### src/rtl/fft_bitrev_buffer.sv
// ============================================================================
// fft_bitrev_buffer
//
// Single-buffer bit-reversal reorder stage in front of the FFT butterflies.
// A natural-order input frame of N = 2**N_LOG2 samples is written through
// RAM port A to bit-reversed addresses. The RAM is then read sequentially
// through port B and emitted as a valid/ready stream, so that
// out[k] = in[bitrev(k)]. The RAM is external, with 1-cycle read latency.
//
// Ports
//   clk        single clock, rising edge
//   rst        asynchronous active-high reset
//   s_valid    input sample valid
//   s_ready    input ready (LOAD state only)
//   s_data     input sample
//   m_valid    output sample valid
//   m_ready    downstream ready
//   m_data     output sample (0 when m_valid is low)
//   m_last     marks the word read from address N-1
//   busy       high while the frame is draining
//   ram_ena    port A enable
//   ram_wea    port A write enable
//   ram_addra  port A address (bit-reversed write index)
//   ram_dina   port A write data
//   ram_enb    port B enable
//   ram_web    port B write enable, tied low
//   ram_addrb  port B address (sequential read index)
//   ram_doutb  port B read data, valid the cycle after ram_enb
// ============================================================================
module fft_bitrev_buffer #(
   parameter int N_LOG2 = 10,
   parameter int DW     = 16
) (
   input  logic              clk,
   input  logic              rst,
   input  logic              s_valid,
   output logic              s_ready,
   input  logic [DW-1:0]     s_data,
   output logic              m_valid,
   input  logic              m_ready,
   output logic [DW-1:0]     m_data,
   output logic              m_last,
   output logic              busy,
   output logic              ram_ena,
   output logic              ram_wea,
   output logic [N_LOG2-1:0] ram_addra,
   output logic [DW-1:0]     ram_dina,
   output logic              ram_enb,
   output logic              ram_web,
   output logic [N_LOG2-1:0] ram_addrb,
   input  logic [DW-1:0]     ram_doutb
);

   typedef enum logic {LOAD, DRAIN} state_t;

   state_t              state, state_n;
   logic                ready_q;
   logic [N_LOG2-1:0]   wr_cnt;
   // One extra bit so "all N reads issued" is simply the MSB.
   logic [N_LOG2:0]     rd_cnt;

   // Read pipeline: one read can be in the RAM at a time per cycle.
   logic                inflight;
   logic                inflight_last;

   // Two-entry skid FIFO holding {last, data}.
   logic [DW-1:0]       fifo_data [2];
   logic                fifo_last [2];
   logic                wr_ptr, rd_ptr;
   logic [1:0]          count;

   logic                wr_fire;
   logic                pop;
   logic                rd_issue;
   logic                last_word;
   logic [2:0]          occ;

   function automatic logic [N_LOG2-1:0] bitrev(input logic [N_LOG2-1:0] a);
      logic [N_LOG2-1:0] r;
      for (int i = 0; i < N_LOG2; i++) r[i] = a[N_LOG2-1-i];
      return r;
   endfunction

   // ready_q is only ever high in LOAD, so it alone qualifies a write.
   assign wr_fire   = s_valid && ready_q;
   assign pop       = (count != 2'd0) && m_ready;
   assign last_word = pop && fifo_last[rd_ptr];

   // Occupancy after this cycle's pop. Counting the pop lets a new read
   // issue every cycle when the sink keeps up, while still guaranteeing
   // that buffered plus in-flight words never exceed the two FIFO slots.
   assign occ      = {1'b0, count} + {2'b00, inflight} - {2'b00, pop};
   assign rd_issue = (state == DRAIN) && !rd_cnt[N_LOG2] && (occ < 3'd2);

   // NOTE: every signal written here gets a default first, so no path
   // leaves it unassigned and no latch is inferred.
   always_comb begin
      state_n = state;
      unique case (state)
         LOAD:  if (wr_fire && (&wr_cnt)) state_n = DRAIN;
         DRAIN: if (last_word)            state_n = LOAD;
         default:                         state_n = LOAD;
      endcase
   end

   // NOTE: sequential state uses non-blocking assignments only, so every
   // register samples the pre-edge values regardless of statement order.
   always_ff @(posedge clk or posedge rst) begin
      if (rst) begin
         state         <= LOAD;
         ready_q       <= 1'b0;
         wr_cnt        <= '0;
         rd_cnt        <= '0;
         inflight      <= 1'b0;
         inflight_last <= 1'b0;
         wr_ptr        <= 1'b0;
         rd_ptr        <= 1'b0;
         count         <= 2'd0;
         // NOTE: the FIFO storage is only two entries, so it is reset to
         // give a defined head value; a large RAM array would not be.
         for (int i = 0; i < 2; i++) begin
            fifo_data[i] <= '0;
            fifo_last[i] <= 1'b0;
         end
      end else begin
         state   <= state_n;
         ready_q <= (state_n == LOAD);

         if (wr_fire) wr_cnt <= wr_cnt + 1'b1;

         if (last_word)     rd_cnt <= '0;
         else if (rd_issue) rd_cnt <= rd_cnt + 1'b1;

         inflight      <= rd_issue;
         inflight_last <= rd_issue && (&rd_cnt[N_LOG2-1:0]);

         // Capture the RAM word the cycle after its read issued.
         if (inflight) begin
            fifo_data[wr_ptr] <= ram_doutb;
            fifo_last[wr_ptr] <= inflight_last;
            wr_ptr            <= ~wr_ptr;
         end
         if (pop) rd_ptr <= ~rd_ptr;

         unique case ({inflight, pop})
            2'b10:   count <= count + 2'd1;
            2'b01:   count <= count - 2'd1;
            default: count <= count;
         endcase
      end
   end

   assign s_ready   = ready_q;
   assign busy      = (state == DRAIN);

   assign m_valid   = (count != 2'd0);
   assign m_data    = m_valid ? fifo_data[rd_ptr] : '0;
   assign m_last    = m_valid && fifo_last[rd_ptr];

   // Address/data buses are forced to 0 when their port is idle.
   assign ram_ena   = wr_fire;
   assign ram_wea   = wr_fire;
   assign ram_addra = wr_fire ? bitrev(wr_cnt) : '0;
   assign ram_dina  = wr_fire ? s_data : '0;

   assign ram_enb   = rd_issue;
   assign ram_web   = 1'b0;
   assign ram_addrb = rd_issue ? rd_cnt[N_LOG2-1:0] : '0;

endmodule

### config.mk
export PLATFORM = sky130hd
export DESIGN_NAME = fft_bitrev_buffer
export DESIGN_NICKNAME = d
export VERILOG_FILES = /design/src/rtl/fft_bitrev_buffer.sv
export SDC_FILE = /design/constraint.sdc
export NUM_CORES = 1
export LEC_CHECK = 0
export CAP_MARGIN = 15
export CORE_MARGIN = 3
export CORE_UTILIZATION = 45
export DETAILED_ROUTE_END_ITERATION = 10
export GPL_ROUTABILITY_DRIVEN = 0
export PLACE_DENSITY = 0.89
export SYNTH_ARGS = -nofsm -noshare
export SYNTH_HDL_FRONTEND = slang
export SYNTH_SLANG_ARGS = --single-unit
### constraint.sdc
create_clock -name clk -period 4.7 [get_ports clk]
set_clock_uncertainty 0.1 [all_clocks]
set_input_delay 0.94 -clock clk [delete_from_list [all_inputs] [get_ports clk]]
set_output_delay 0.94 -clock clk [all_outputs]
set_load 0.01 [all_outputs]
* Yosys cells after proc, flatten, opt, wreduce, memory -nomap -nowiden
Cells that the tools add are included.
** Operators by class
- $add $sub $neg :: 6
- Bitwise logic cells :: 6
- Reductions and logical operators :: 15
- $lt $le $gt $ge :: 4
- Equality and inequality tests :: 2
- Muxes and demuxes :: 22
** Operators with widths (count)
- two-way mux 16 bit :: 6
- bitwise mux 32 bit :: 1
- two-way mux 11 bit :: 2
- two-way mux 10 bit :: 2
- AND reduction 10 bit :: 2
- demux 16 bit (select 1 bit) :: 1
- adder 11 x 1 -> 11 bit, second input constant :: 1
- adder 10 x 1 -> 10 bit, second input constant :: 1
- logical AND 1 bit :: 9
- two-way mux 1 bit :: 6
- nonzero test 2 bit :: 3
- greater-or-equal comparator 2 bit, second input constant :: 2
- NOT 1 bit :: 4
- NOT 1 -> 2 bit :: 2
- one-hot mux 2 bit (2 select lines) :: 1
- adder 2 x 1 -> 3 bit :: 1
- less-than comparator 3 x 2 -> 1 bit, second input constant :: 1
- subtractor 3 x 1 -> 3 bit :: 1
- adder 2 x 1 -> 2 bit, second input constant :: 1
- bitwise mux 2 bit :: 1
- == test 2 x 1 -> 1 bit, second input constant :: 1
- == test 2 bit, second input constant :: 1
- less-than comparator 2 x 1 -> 1 bit, second input constant :: 1
- one-hot mux 1 bit (2 select lines) :: 1
- other kinds (3) :: 3
** Storage, ports and cells
- Bits in registers :: 63
- Logic and storage cells :: 68
- Output and inout port bits :: 60
- Bits of input ports :: 36

* Depth between registers and ports, before layout
- Depth after elaboration :: 8
- Depth in mapped cells :: 10
- Mapped depth without buffers :: 9

* Worst setup path before layout
No wires, ideal clock.
- Kind :: input port to output port
- From :: input port m_ready
- To :: output port ram_addrb[0]
- Required time :: 3.660 ns
- Slack :: 0.608 ns
- Cell stages on the path :: 10
- Data arrival time :: 3.052 ns
- Buffers on the path :: 2
- Cell sequence :: inv_1 > nor3b_1 > o21ai_0 > fa_1 > nand3b_1 > or2_0 > buf_2 > inv_1 > clkbuf_1 > and2_1
** On the way
- Cells in the longest elaborated chain, start to end :: 5
** RTL lines
- start, declared :: line 40 : input logic m_ready,
- logical AND 1 bit :: line 86 : assign pop = (count != 2'd0) && m_ready;
- subtractor 3 x 1 -> 3 bit :: line 92 : assign occ = {1'b0, count} + {2'b00, inflight} - {2'b00, pop};
- less-than comparator 3 x 2 -> 1 bit :: line 93 : assign rd_issue = (state == DRAIN) && !rd_cnt[N_LOG2] && (occ < 3'd2);
- logical AND 1 bit :: line 93
- named net ram_enb :: line 48 : output logic ram_enb,
- two-way mux 10 bit :: line 168 : assign ram_addrb = rd_issue ? rd_cnt[N_LOG2-1:0] : '0;
- end, declared :: line 50 : output logic [N_LOG2-1:0] ram_addrb,
The timed path passes the listed nets, and every way through them passes these cells.

* Worst setup path in the final report
- From :: input port m_ready
- To :: output port ram_addrb[4]
** On the way
- Cells in the longest elaborated chain, start to end :: 5
** RTL lines (line)
- logical AND 1 bit :: 86
- subtractor 3 x 1 -> 3 bit :: 92
- less-than comparator 3 x 2 -> 1 bit :: 93
- logical AND 1 bit :: 93
- two-way mux 10 bit :: 168
Every way passes these cells.

==> impl_metrics.toml <==
[logic_synthesis]
syn_avg_cell_area_um2 = 11.04
synth_edf_count = 0
netlist_instances = 282
yosysWarnings = 0
ys_ff_latch = 63
netlist_area_um2 = 3114
yosysUniqueCellTypes = 34
syn_nets = 321
synth_top_family_by_area = "simple AND/OR/NAND/NOR gates"
netlist_top_cells_area = "dfrtp_1, mux2_2, and3_1"
synth_top_area_share_pct = 50.62
synth.yosys.seq_area_share_pct = 50.62
synth_mux_area_share_pct = 18.16
synth_compound_area_share_pct = 1.969
synthFlopType = "dfrtp_1"
synthSimpleGateAreaFrac_pct = 18.92
yosysMostFrequentCell = "dfrtp_1"
synth_xor_area_share_pct = 5.625
synth_commonest_cells = "dfrtp_1, mux2_2, and3_1, nor2_1, mux2i_1"
synthArstFlopShare_pct = 100.0
yosysTopAreaCell = "dfrtp_1"
yosys.area_share.adder_pct = 1.446

[detailed_routing]
finalWirelength_um = 7244
drt_pass1_iterations = 4
via_count = 2438
viasPerCell = 5.266
first_iter_violations = 59
drc_errors = 0
ant_nets = 0
wire_per_inst_um = 15.65

[critical_path]
cpMaxStageDelayCell = "fa_1"
cp_max_fo = 6
cp_data_arrival_time_ns = 3.51
cp-end-kind = "primary output"
crit_required_ns = 3.66
slowest_delay_ns = 0.55
cp.buffers_inverters = 4
criticalPathCategory = "in -> out"
crit_top_cell = "clkdlybuf4s50_1"
cp-start-kind = "input port"
worstPathCellList = "clkdlybuf4s50_1, inv_1, nor3b_2, o21ai_1, fa_1, nand3b_1, or2_4, inv_2, and2_1, clkdlybuf4s50_1"
cp_top_family = "buffers and inverters"

[floorplan]
die_w_um = 89.19
num_rows = 29
die_y_um = 89.19
ios = 96
core_area_um2 = 6531
initial_utilization_pct = 47.68
dieArea_um2 = 7955

[min_path]
hold_class = "reg -> reg"

[timing]
tightest_slew_ns = 0.8794
worst_slack_ns = 0.1457
setup_viol = 0
finalHoldViolations = 0
slew_headroom_pct = 41.38
fmax_mhz = 219.6
min_period_ns = 4.554
period_share_pct = 96.90
finalMaxSlewViolations = 0

[global_routing]
grt_pass1_vias = 2484
antenna_found_initial = 0
grt_first_pass_wirelength_um = 11800
grt_usage_pct = 19.21
grt_max_degree = 33
overflow = 0

[clock_network]
cts_tree = "yes"
clockRootBuffer = "clkbuf_8"
insertion_delay_ns = 0.33
cts_sinks = 63
path_clk_slew_ns = 0.07
ctsHtreeMaxLevel = 3
cts_max_path_buffers = 2
hold_buffers = 0
numCtsBuffers = 9

[pwr]
power.density_nw_per_um2 = 294.5
fin_total_pwr_uw = 1289
peakVddDrop_mv = 0.2291
leakagePower_uw = 0.001938

[final_layout]
drive_gt1_share_pct = 17.10
regArea_um2 = 1577
fin_nets = 421
syn_to_final_growth_pct = 40.54
antenna_cells = 0
multi_input_area_um2 = 1448
n_fill_cell = 500
utilization_pct = 67.01

[run]
maxCapViolCount = 0

[place]
dp_slack_ns = -0.04991
hpwl_um = 5022
portBuffers = 94

[status]
status = "completed"
==> cell families (layout without fill, tap and decap cells) <==
| family | Yosys count | after routing |
|---|---|---|
| buf+inv | 23 | 127 |
| other cells | 1 | 1 |
| mux | 52 | 52 |
| flops | 63 | 63 |
| compound gates | 10 | 10 |
| xor+xnor | 20 | 20 |
| simple gates | 110 | 110 |
| fa+ha+maj | 3 | 3 |
==> worst paths after layout <==
kind / slack, ns / cells past startpoint / to / start
min in group asynchronous: 0.92 / 2 / rd_cnt[2] / rst
min reg2reg: 0.38 / 1 / wr_cnt[2] / wr_cnt[2]
max in group asynchronous: 2.71 / 3 / fifo_data[20] / rst
max: 0.15 / 10 / ram_addrb[4] / m_ready
min: 0.38 / 1 / wr_cnt[2] / wr_cnt[2]
max reg2reg: 1.93 / 8 / rd_cnt[5] / count[1]
==> cell usage in the layout, fill, tap and decap left out, drive strengths merged, types with 5 or more instances in the layout <==
cell	count
a21oi	5
dfrtp	63
nor2	28
xor2	6
and3	28
clkbuf	12
clkdlybuf4s50	92
inv	6
nor3	5
mux2i	16
nand2	11
xnor2	14
nand3	6
mux2	36
buf	11
and2	12
==> where the power goes <==
part / switching, uW / internal (uW) / leakage (uW)
logic: 74.9 / 116 / 0.00105
registers: 41.1 / 585 / 0.000789
clock network: 201 / 270 / 0.0000985
==> sequential cells by signal, summed over array words and instances (netlist names), 2 cells and up <==
signal,flops
count,2
fifo_last,2
rd_cnt,11
fifo_data,32
wr_cnt,10
==> per-stage QoR <==
stage | instances | hold slack, ns | TNS, ns | area, um2
4_1_cts | 460 | 0.3787 | 0 | 4342
3_3_place_gp | 445 | 0.3525 | 0 | 4144
5_1_grt | 463 | 0.4153 | -0.04332 | 4377
3_5_place_dp | 445 | 0.3637 | -0.3991 | 4144
6_report | 463 | 0.3780 | 0 | 4377
2_1_floorplan | 282 | 0.3380 | 0 | 3114
==> per-layer routing <==
layer | vias to the layer above | share of wire, % | GRT usage, % | wire length, um
met5 | - | 0 | 0 | 0
met4 | 0 | 1.0 | 7.713 | 73
met3 | 9 | 5.9 | 4.793 | 429
met2 | 85 | 48 | 31.41 | 3492
met1 | 1175 | 45 | 24.43 | 3248
li1 | 1169 | - | - | -
==> worst reg2reg max path, cell delays in order (launching register included) <==
cell and delay, ns:
dfrtp_1 0.50, nor3b_2 0.25, o21ai_1 0.12, fa_1 0.55
nand3b_1 0.10, or2_4 0.27, buf_4 0.16, or4_1 0.50
a21oi_1 0.15
==> area by class of cell <==
type                            instances  share of cell area [%]
Timing Repair inverter                  1                  0.1715
Clock inverter                          3                  0.9720
Multi-Input combinational cell        196                   33.08
Tap cell                               77                   2.201
Sequential cell                        63                   36.02
Timing Repair Buffer                  105                   23.50
Inverter                                6                  0.5146
Clock buffer                           12                   3.545
==> timing repair <==
action                     in CTS  in global routing
resized for setup               1                  7
setup endpoints to repair      10                 10
buffers inserted                0                  2
hold endpoints to repair        0                  0
cloned                          0                  1
pin swaps                       0                  1
Note: power is estimated with default switching activity, not from simulation.
